## src/rtl/btn_pkg.sv

```systemverilog
// Shared definitions for the button mode manager: key FSM encoding and mode width helper.
package btn_pkg;

  localparam logic [1:0] ST_LOCKED  = 2'd0;
  localparam logic [1:0] ST_IDLE    = 2'd1;
  localparam logic [1:0] ST_PRESSED = 2'd2;
  localparam logic [1:0] ST_REPEAT  = 2'd3;

  // Bank-select width, never narrower than one bit.
  function automatic int mode_w(input int n_modes);
    return (n_modes <= 2) ? 1 : $clog2(n_modes);
  endfunction

endpackage

```

## src/rtl/btn_key_channel.sv

```systemverilog
// One key's press/hold/repeat FSM with repeat counter; pulse and level are registered.
// A mode-change event locks a held key until it is released.
module btn_key_channel
  import btn_pkg::*;
#(
  parameter int HOLD_CYCLES   = 50_000_000,
  parameter int REPEAT_CYCLES = 10_000_000,
  parameter bit REPEAT_EN     = 1'b0,
  parameter int CNT_W         = 26
) (
  input  logic clk,
  input  logic rst_n,
  input  logic key,
  input  logic mode_chg,
  output logic level,
  output logic pulse
);

  localparam logic [CNT_W-1:0] HOLD_LAST = CNT_W'(HOLD_CYCLES - 1);
  localparam logic [CNT_W-1:0] REP_LAST  = CNT_W'(REPEAT_CYCLES - 1);

  logic [1:0]       state;
  logic [CNT_W-1:0] cnt;
  logic [CNT_W-1:0] cnt_inc;

  assign cnt_inc = (cnt == '1) ? cnt : cnt + CNT_W'(1);

  always_ff @(posedge clk or negedge rst_n) begin
    if (!rst_n) begin
      state <= ST_LOCKED;
      cnt   <= '0;
      pulse <= 1'b0;
    end else begin
      pulse <= 1'b0;
      // A bank switch must never let a held key act in the new bank.
      if (state != ST_LOCKED && mode_chg) begin
        state <= key ? ST_LOCKED : ST_IDLE;
      end else begin
        case (state)
          ST_LOCKED: begin
            if (!key) state <= ST_IDLE;
          end
          ST_IDLE: begin
            if (key) begin
              state <= ST_PRESSED;
              pulse <= 1'b1;
              cnt   <= '0;
            end
          end
          ST_PRESSED: begin
            if (!key) begin
              state <= ST_IDLE;
            end else if (REPEAT_EN && cnt == HOLD_LAST) begin
              state <= ST_REPEAT;
              pulse <= 1'b1;
              cnt   <= '0;
            end else begin
              cnt <= cnt_inc;
            end
          end
          ST_REPEAT: begin
            if (!key) begin
              state <= ST_IDLE;
            end else if (cnt == REP_LAST) begin
              pulse <= 1'b1;
              cnt   <= '0;
            end else begin
              cnt <= cnt_inc;
            end
          end
          default: state <= ST_LOCKED;
        endcase
      end
    end
  end

  assign level = (state == ST_PRESSED) || (state == ST_REPEAT);

endmodule

```

## src/rtl/button_mode_manager.sv

```systemverilog
// Routes debounced keys into the bank chosen by the registered mode, with press pulses,
// held levels, auto-repeat and lockout of keys held across a bank switch.
module button_mode_manager
  import btn_pkg::*;
#(
  parameter int                N_KEYS        = 4,
  parameter int                N_MODES       = 2,
  parameter int                HOLD_CYCLES   = 50_000_000,
  parameter int                REPEAT_CYCLES = 10_000_000,
  parameter logic [N_KEYS-1:0] REPEAT_MASK   = '0,
  parameter int                CNT_W         = 26,
  // May be widened beyond the minimum when the switch field has spare bits.
  parameter int                MODE_W        = mode_w(N_MODES)
) (
  input  logic                        clk,
  input  logic                        rst_n,
  input  logic [MODE_W-1:0]           mode,
  input  logic [N_KEYS-1:0]           key,
  output logic [N_MODES*N_KEYS-1:0]   level,
  output logic [N_MODES*N_KEYS-1:0]   pulse,
  output logic [MODE_W-1:0]           mode_q,
  output logic                        mode_err
);

  logic              mode_bad;
  logic              mode_chg;
  logic [N_KEYS-1:0] key_level;
  logic [N_KEYS-1:0] key_pulse;

  assign mode_bad = 32'(mode) >= 32'(N_MODES);
  assign mode_chg = mode_bad || (mode != mode_q);

  always_ff @(posedge clk or negedge rst_n) begin
    if (!rst_n) begin
      mode_q   <= '0;
      mode_err <= 1'b0;
    end else begin
      mode_err <= mode_bad;
      if (!mode_bad && mode != mode_q) mode_q <= mode;
    end
  end

  for (genvar k = 0; k < N_KEYS; k++) begin : g_key
    btn_key_channel #(
      .HOLD_CYCLES  (HOLD_CYCLES),
      .REPEAT_CYCLES(REPEAT_CYCLES),
      .REPEAT_EN    (REPEAT_MASK[k]),
      .CNT_W        (CNT_W)
    ) u_chan (
      .clk     (clk),
      .rst_n   (rst_n),
      .key     (key[k]),
      .mode_chg(mode_chg),
      .level   (key_level[k]),
      .pulse   (key_pulse[k])
    );
  end

  // Decoded purely from registers; mode_q only moves on edges that also lock held keys.
  always_comb begin
    level = '0;
    pulse = '0;
    for (int m = 0; m < N_MODES; m++) begin
      if (mode_q == MODE_W'(m)) begin
        level[m*N_KEYS +: N_KEYS] = key_level;
        pulse[m*N_KEYS +: N_KEYS] = key_pulse;
      end
    end
  end

endmodule

```

## config.mk

```make
export PLATFORM = sky130hd
export DESIGN_NAME = button_mode_manager
export DESIGN_NICKNAME = d
export VERILOG_FILES = /design/src/rtl/btn_pkg.sv /design/src/rtl/btn_key_channel.sv /design/src/rtl/button_mode_manager.sv
export SDC_FILE = /design/constraint.sdc
export NUM_CORES = 1
export LEC_CHECK = 0
export BUFFER_PORTS_ARGS = -buffer_cell sky130_fd_sc_hd__clkbuf_2
export CORE_ASPECT_RATIO = 2
export CORE_UTILIZATION = 45
export DETAILED_ROUTE_END_ITERATION = 8
export PLACE_DENSITY = 0.61
export SLEW_MARGIN = 20
export SYNTH_ARGS = -nofsm -noshare
export SYNTH_HDL_FRONTEND = slang
export SYNTH_HIERARCHICAL = 1
export SYNTH_SLANG_ARGS = --single-unit
```

## constraint.sdc

```tcl
create_clock -name clk -period 3.7 [get_ports clk]
set_input_delay 0 -clock clk [delete_from_list [all_inputs] [get_ports clk]]
set_output_delay 0 -clock clk [all_outputs]
set_load 0.005 [all_outputs]
```

# ---- After elaboration in Yosys (flattened, before gate mapping)
# Index checks and enable logic that the tools add are counted.
dict set report totals {
  register_bits 117
}
dict set report classes {
  n_addsub 4
  n_mux 68
  reduce_logical 32
  n_bitwise 4
  n_eq_ne 41
}
# op count
set ops {}
lappend ops {{$mux W26} 20}
lappend ops {{$pmux W26 S3} 4}
lappend ops {{$add A26 B1 Y26 const B} 4}
lappend ops {{$eq A26 B24 Y1 const B} 4}
lappend ops {{$eq A26 B26 Y1 const B} 4}
lappend ops {{$mux W2} 12}
lappend ops {{$ne A2 B2 Y1 const B} 12}
lappend ops {{$ne A3 B2 Y1 const B} 8}
lappend ops {{$mux W1} 20}
lappend ops {{$reduce_and A5 Y1} 4}
lappend ops {{$eq A2 B2 Y1 const B} 8}
lappend ops {{$mux W4} 4}
lappend ops {{$pmux W2 S2} 4}
lappend ops {{$reduce_bool A3 Y1} 4}
lappend ops {{$reduce_or A3 Y1} 4}
lappend ops {{$eq A2 B1 Y1 const B} 4}
lappend ops {{$logic_not A2 Y1} 4}
lappend ops {{$pmux W1 S2} 4}
lappend ops {{$reduce_and A2 Y1} 4}
lappend ops {{$reduce_bool A2 Y1} 4}
lappend ops {{$logic_and A1 B1 Y1} 4}
lappend ops {{$logic_or A1 B1 Y1} 4}
lappend ops {{$not A1 Y1} 4}
lappend ops {{$ne A1 B1 Y1} 1}

# ---- Logic depth before layout (Yosys ltp)
dict set report depth {
  word_depth 5
  mapped_depth 10
  mapped_depth_nobuf 7
}

# ---- Hierarchy
# The synthesis kept the hierarchy.
# module area_each_um2 cells_per_inst n_inst seq_area_each_um2
set by_module_without_submodules {}
lappend by_module_without_submodules {{btn_key_channel (g_key[0].u_chan ...)} 1851.8 197 3 725.7}
lappend by_module_without_submodules {{btn_key_channel (g_key[3].u_chan)} 1692.9 184 1 725.7}
lappend by_module_without_submodules {button_mode_manager 176.4 22 1 25.0}

# ---- Worst setup path after synthesis
# Ideal clock, no wire load.
dict set report synth_path {
  path_type {reg-to-reg}
  startpoint {register mode_q}
  endpoint {register g_key[0].u_chan.cnt[5]}
  stages_incl_launch_ff 11
  path_slack_ps 1605
  synth_period_minus_slack_ps 2095
  required_ps 3627
  arrival_ps 2022
  setup_time_ps 73
  cell_sequence {dfrtp_1 > buf_6 > xor2_2 > nor2b_1 > o21ai_0 > clkbuf_8 > inv_2 > buf_2 > nand3_1 > or3_1 > a21oi_2}
}
dict set report synth_between {
  elab_chain_cells 4
}
# item line
set synth_rtl {}
lappend synth_rtl {{start: declaration} button_mode_manager.sv:21} ;# output logic [MODE_W-1:0] mode_q,
lappend synth_rtl {{start signal: assignment} button_mode_manager.sv:39} ;# if (!mode_bad && mode != mode_q) mode_q <= mode;
lappend synth_rtl {{$ne A1 B1 Y1} button_mode_manager.sv:31} ;# assign mode_chg = mode_bad || (mode != mode_q);
lappend synth_rtl {{via mode_chg} button_mode_manager.sv:26} ;# logic mode_chg;
lappend synth_rtl {{$logic_and A1 B1 Y1} btn_key_channel.sv:36} ;# if (state != ST_LOCKED && mode_chg) begin
lappend synth_rtl {{$not A1 Y1 (no line)} -}
lappend synth_rtl {{$reduce_and A5 Y1 (no line)} -}
lappend synth_rtl {{end signal: assignment} btn_key_channel.sv:58} ;# cnt <= cnt_inc;
lappend synth_rtl {{end signal: assignment} btn_key_channel.sv:68} ;# cnt <= cnt_inc;
lappend synth_rtl {{end: declaration} btn_key_channel.sv:23} ;# logic [CNT_W-1:0] cnt;
# The timed path passes the listed nets, and every way through them passes these cells.
# A chain may end at the register's enable or synchronous reset.

# ---- Worst setup path after layout
dict set report layout_path {
  startpoint {register mode_q}
  endpoint {register g_key[3].u_chan.cnt[6]}
}
dict set report layout_between {
  elab_chain_cells 4
}
# item line
set layout_rtl {}
lappend layout_rtl {{$ne A1 B1 Y1} button_mode_manager.sv:31}
lappend layout_rtl {{via mode_chg} button_mode_manager.sv:26}
lappend layout_rtl {{$logic_and A1 B1 Y1} btn_key_channel.sv:36}
lappend layout_rtl {{$not A1 Y1 (no line)} -}
lappend layout_rtl {{$reduce_and A5 Y1 (no line)} -}
lappend layout_rtl {{end signal: assignment} btn_key_channel.sv:58}
lappend layout_rtl {{end signal: assignment} btn_key_channel.sv:68}
lappend layout_rtl {{end: declaration} btn_key_channel.sv:23}
# The timed path passes the listed nets, and every way through them passes these cells.

==> flow_summary.yaml <==
outcome:
  status: "finished clean"
worst_setup_path:
  timing.rr.start: "mode_q"
  slowest_stage: "a31oi_1"
  cp_num_cells: 7
  crit_path_end_kind: "register"
  cp_max_fo: 21
  ff2ff_setup_slack_ps: 1100
  critical_path_class: "register to register"
  path_delay_family: "compound AO/OA/AOI/OAI gates"
  critical_path.cell_chain: "xor2_2 > nor2b_1 > nand2_1 > a31oi_1 > nor2_2 > buf_4 > o21ai_0"
  crit_path_end: "g_key[3].u_chan/cnt[6]"
  cp-startpoint: "mode_q"
  path_buf_inv: 1
  r2r_end: "g_key[3].u_chan/cnt[6]"
  crit_required_ps: 4040
  worstRegToRegCells: 7
  worstSetupStartpointType: "register"
  arrival_ps: 2940
  max_stage_delay_ps: 760
clock_network:
  clockRootBuffer: "clkbuf_16"
  clk_latency_ps: 420
  numCtsBuffers: 17
  postCtsSetupBuffers: 0
  cts_tree: "done"
  cts_resized: 0
  cts_htree_levels: 4
  cts.sinks: 117
  cts_max_path_buffers: 2
  clkTransAtPathRegs_ps: 60
drt:
  routedWlPerCell_um: 19.0
  firstDrtPassIters: 5
  first_iter_violations: 372
  viasPerCell: 6.57
  drcViolationCount: 0
  ant_nets: 0
  drt_wl_total_um: 19300
  vias: 6687
synth:
  ys_seq_area_share_pct: 39.4
  synth_commonest_cells: "117 x dfrtp_1, 55 x nand3_1, 54 x o21ai_0"
  synth-edff-count: 0
  synth_most_common_cell: "dfrtp_1"
  yosys.area.top_type: "dfrtp_1"
  synthTopCellsByArea: "dfrtp_1 39%, nand4_1 4.2%, nand3_1 3.7%, or3_1 3.7%, o21ai_0 3.6%"
  ys_async_sr_fraction_pct: 100
  ys_warn_count: 6
  synth_fp_nets: 808
  synthFlopType: "dfrtp_1"
  synthesis.area_sq_mm: 0.00742
  ys_ff_latch: 117
  syn_area_per_cell_sq_um: 9.32
  synth_top_area_share_pct: 39.4
  syn_inst: 797
  ys_types: 61
floorplan:
  die-height_um: 184
  placementRows: 66
  die-area_sq_mm: 0.0170
  die_w_um: 92.8
  coreArea_sq_mm: 0.0162
  ios: 25
  initial_utilization_pct: 45.9
global_route:
  grt_antenna_before_repair: 0
  grt_pass1_wl_um: 32800
  grt_use_total_pct: 24.0
  grt_pass1_vias: 6829
  overflow: 0
  grt_max_degree: 70
power:
  p_sw_share_pct: 26.6
  p_int_mw: 2.41
  peakVddDrop_v: 0.000214
  power.switching_mw: 0.872
  p_per_area_mw_per_mm2: 405
  clkPwrFrac_pct: 50.9
  p_leak_nw: 3.03
  seqPwrFrac_pct: 42.3
  combPwrFrac_pct: 6.8
layout:
  area_growth_pct: 9.00
  design_area_sq_mm: 0.00809
  fin_nets: 812
  fin_util_pct: 50.0
  fill_cells: 1536
  n_antenna_cell: 0
  drive_gt1_share_pct: 17.0
job:
  max_cap_violations: 0
timing:
  finalWorstSetupSlack_ps: 1100
  hold_viol: 0
  setup_tns_ps: 0
  fin_skew_ps: 6.64
  tightest_slew_ps: 1020
  fmax_mhz: 384
  maxSlewHeadroom_pct: 32.0
  fin_crit_ps: 2600
  rsz0062_at_grt: "no"
  hold_ws_ps: 229
  slew_violations: 0
  setup-violations-final: 0
  timing.final.crit_share_pct: 70.4
placed_design:
  routabilityCongestion: 0.911
  preCtsSetupSlack_ps: 1100
  numPortBuffers: 23
  dp_hpwl_um: 13400
  dpl_cell_area_sq_mm: 0.00744
worst_hold_path:
  hold_class: "input port to asynchronous set/reset pin"
power by group through the flow:
stage,Combinational (mW),Sequential (mW),Clock [mW]
3_3_place_gp,0.213,1.40,0
3_5_place_dp,0.221,1.41,0
4_1_cts,0.228,1.39,1.70
5_1_grt,0.255,1.40,1.75
2_1_floorplan,0.162,1.39,0
6_report,0.223,1.39,1.67
per-stage QoR:
step           total power, mW  std cells
5_1_grt                   3.40       1018
2_1_floorplan             1.55        797
3_3_place_gp              1.62        980
3_5_place_dp              1.63        980
4_1_cts                   3.32       1018
6_report                  3.28       1018
final cells by class:
cell class	instances	area (sq um)	area share, %
multi-input combinational	619	4040	49.9
sequential	117	2930	36.2
clock buffer	17	425	5.26
tap	204	255	3.15
timing repair buffer	38	245	3.03
clock inverter	15	170	2.10
inverter	8	30.0	0.371
registers in the layout (all words and copies together), names as in the netlist:
register and cells:
mode_q 1, g_key.u_chan/state 8, g_key.u_chan/cnt 104, g_key.u_chan/pulse 4
kinds of logic after synthesis:
family / after synthesis / share of synthesized area [%]
AO/OA/AOI/OAI: 220 / 19.2
XOR/XNOR: 16 / 1.99
adder cells (fa/ha/maj): 4 / 0.674
buffers and inverters: 61 / 6.17
flip-flops: 117 / 39.4
multiplexers: 1 / 0.135
other: 1 / 0.0505
AND/OR/NAND/NOR: 377 / 32.3
repair_timing:
item	CTS	global route
hold endpoints to repair	72	0
setup endpoints to repair	0	0
hold buffers	6	0
placed cells by master (no fill, tap or decap), types with 5 or more instances in the layout:
| cell type | count |
|---|---|
| a211oi_1 | 5 |
| a21oi_1 | 50 |
| a21oi_2 | 24 |
| a31oi_1 | 30 |
| and2_1 | 10 |
| and2b_1 | 7 |
| and3_1 | 10 |
| and4_1 | 9 |
| buf_4 | 10 |
| clkbuf_16 | 17 |
| clkbuf_2 | 22 |
| clkinvlp_4 | 5 |
| dfrtp_1 | 117 |
| dlygate4sd3_1 | 6 |
| nand2_1 | 37 |
| nand2b_1 | 10 |
| nand3_1 | 55 |
| nand4_1 | 50 |
| nor2_1 | 32 |
| nor2b_1 | 6 |
| nor3_1 | 18 |
| nor4_1 | 15 |
| o21ai_0 | 54 |
| o21ai_1 | 7 |
| o31ai_1 | 28 |
| o41ai_1 | 8 |
| or2_2 | 6 |
| or3_1 | 44 |
| or4_1 | 24 |
| xnor2_1 | 9 |
| xor2_1 | 6 |
how the worst min path moves through the flow:
stage,start,end,slack (ps),cells past startpoint
CTS,mode,mode_q,260,2
global route,mode,mode_q,300,2
finish,rst_n,g_key[3].u_chan/cnt[23],230,2
detailed placement,mode,mode_q,160,1
global placement,mode,mode_q,160,1
floorplan,rst_n,g_key[0].u_chan/cnt[0],-300,0
metal layers:
metal | share of wire [%] | track usage [%] | up-vias
li1 | - | - | 3109
met1 | 39 | 25.9 | 3303
met2 | 54 | 43.0 | 206
met3 | 3.4 | 3.85 | 69
met4 | 4.2 | 14.6 | 0
met5 | 0 | 0 | -
worst register-to-register path, cell delays in order (launching register included):
cell     delay (ps)
dfrtp_1         600
xor2_2          300
nor2b_1         250
nand2_1         110
a31oi_1         760
nor2_2           80
buf_4           250
o21ai_0         180
(Power assumes the default switching activity.)
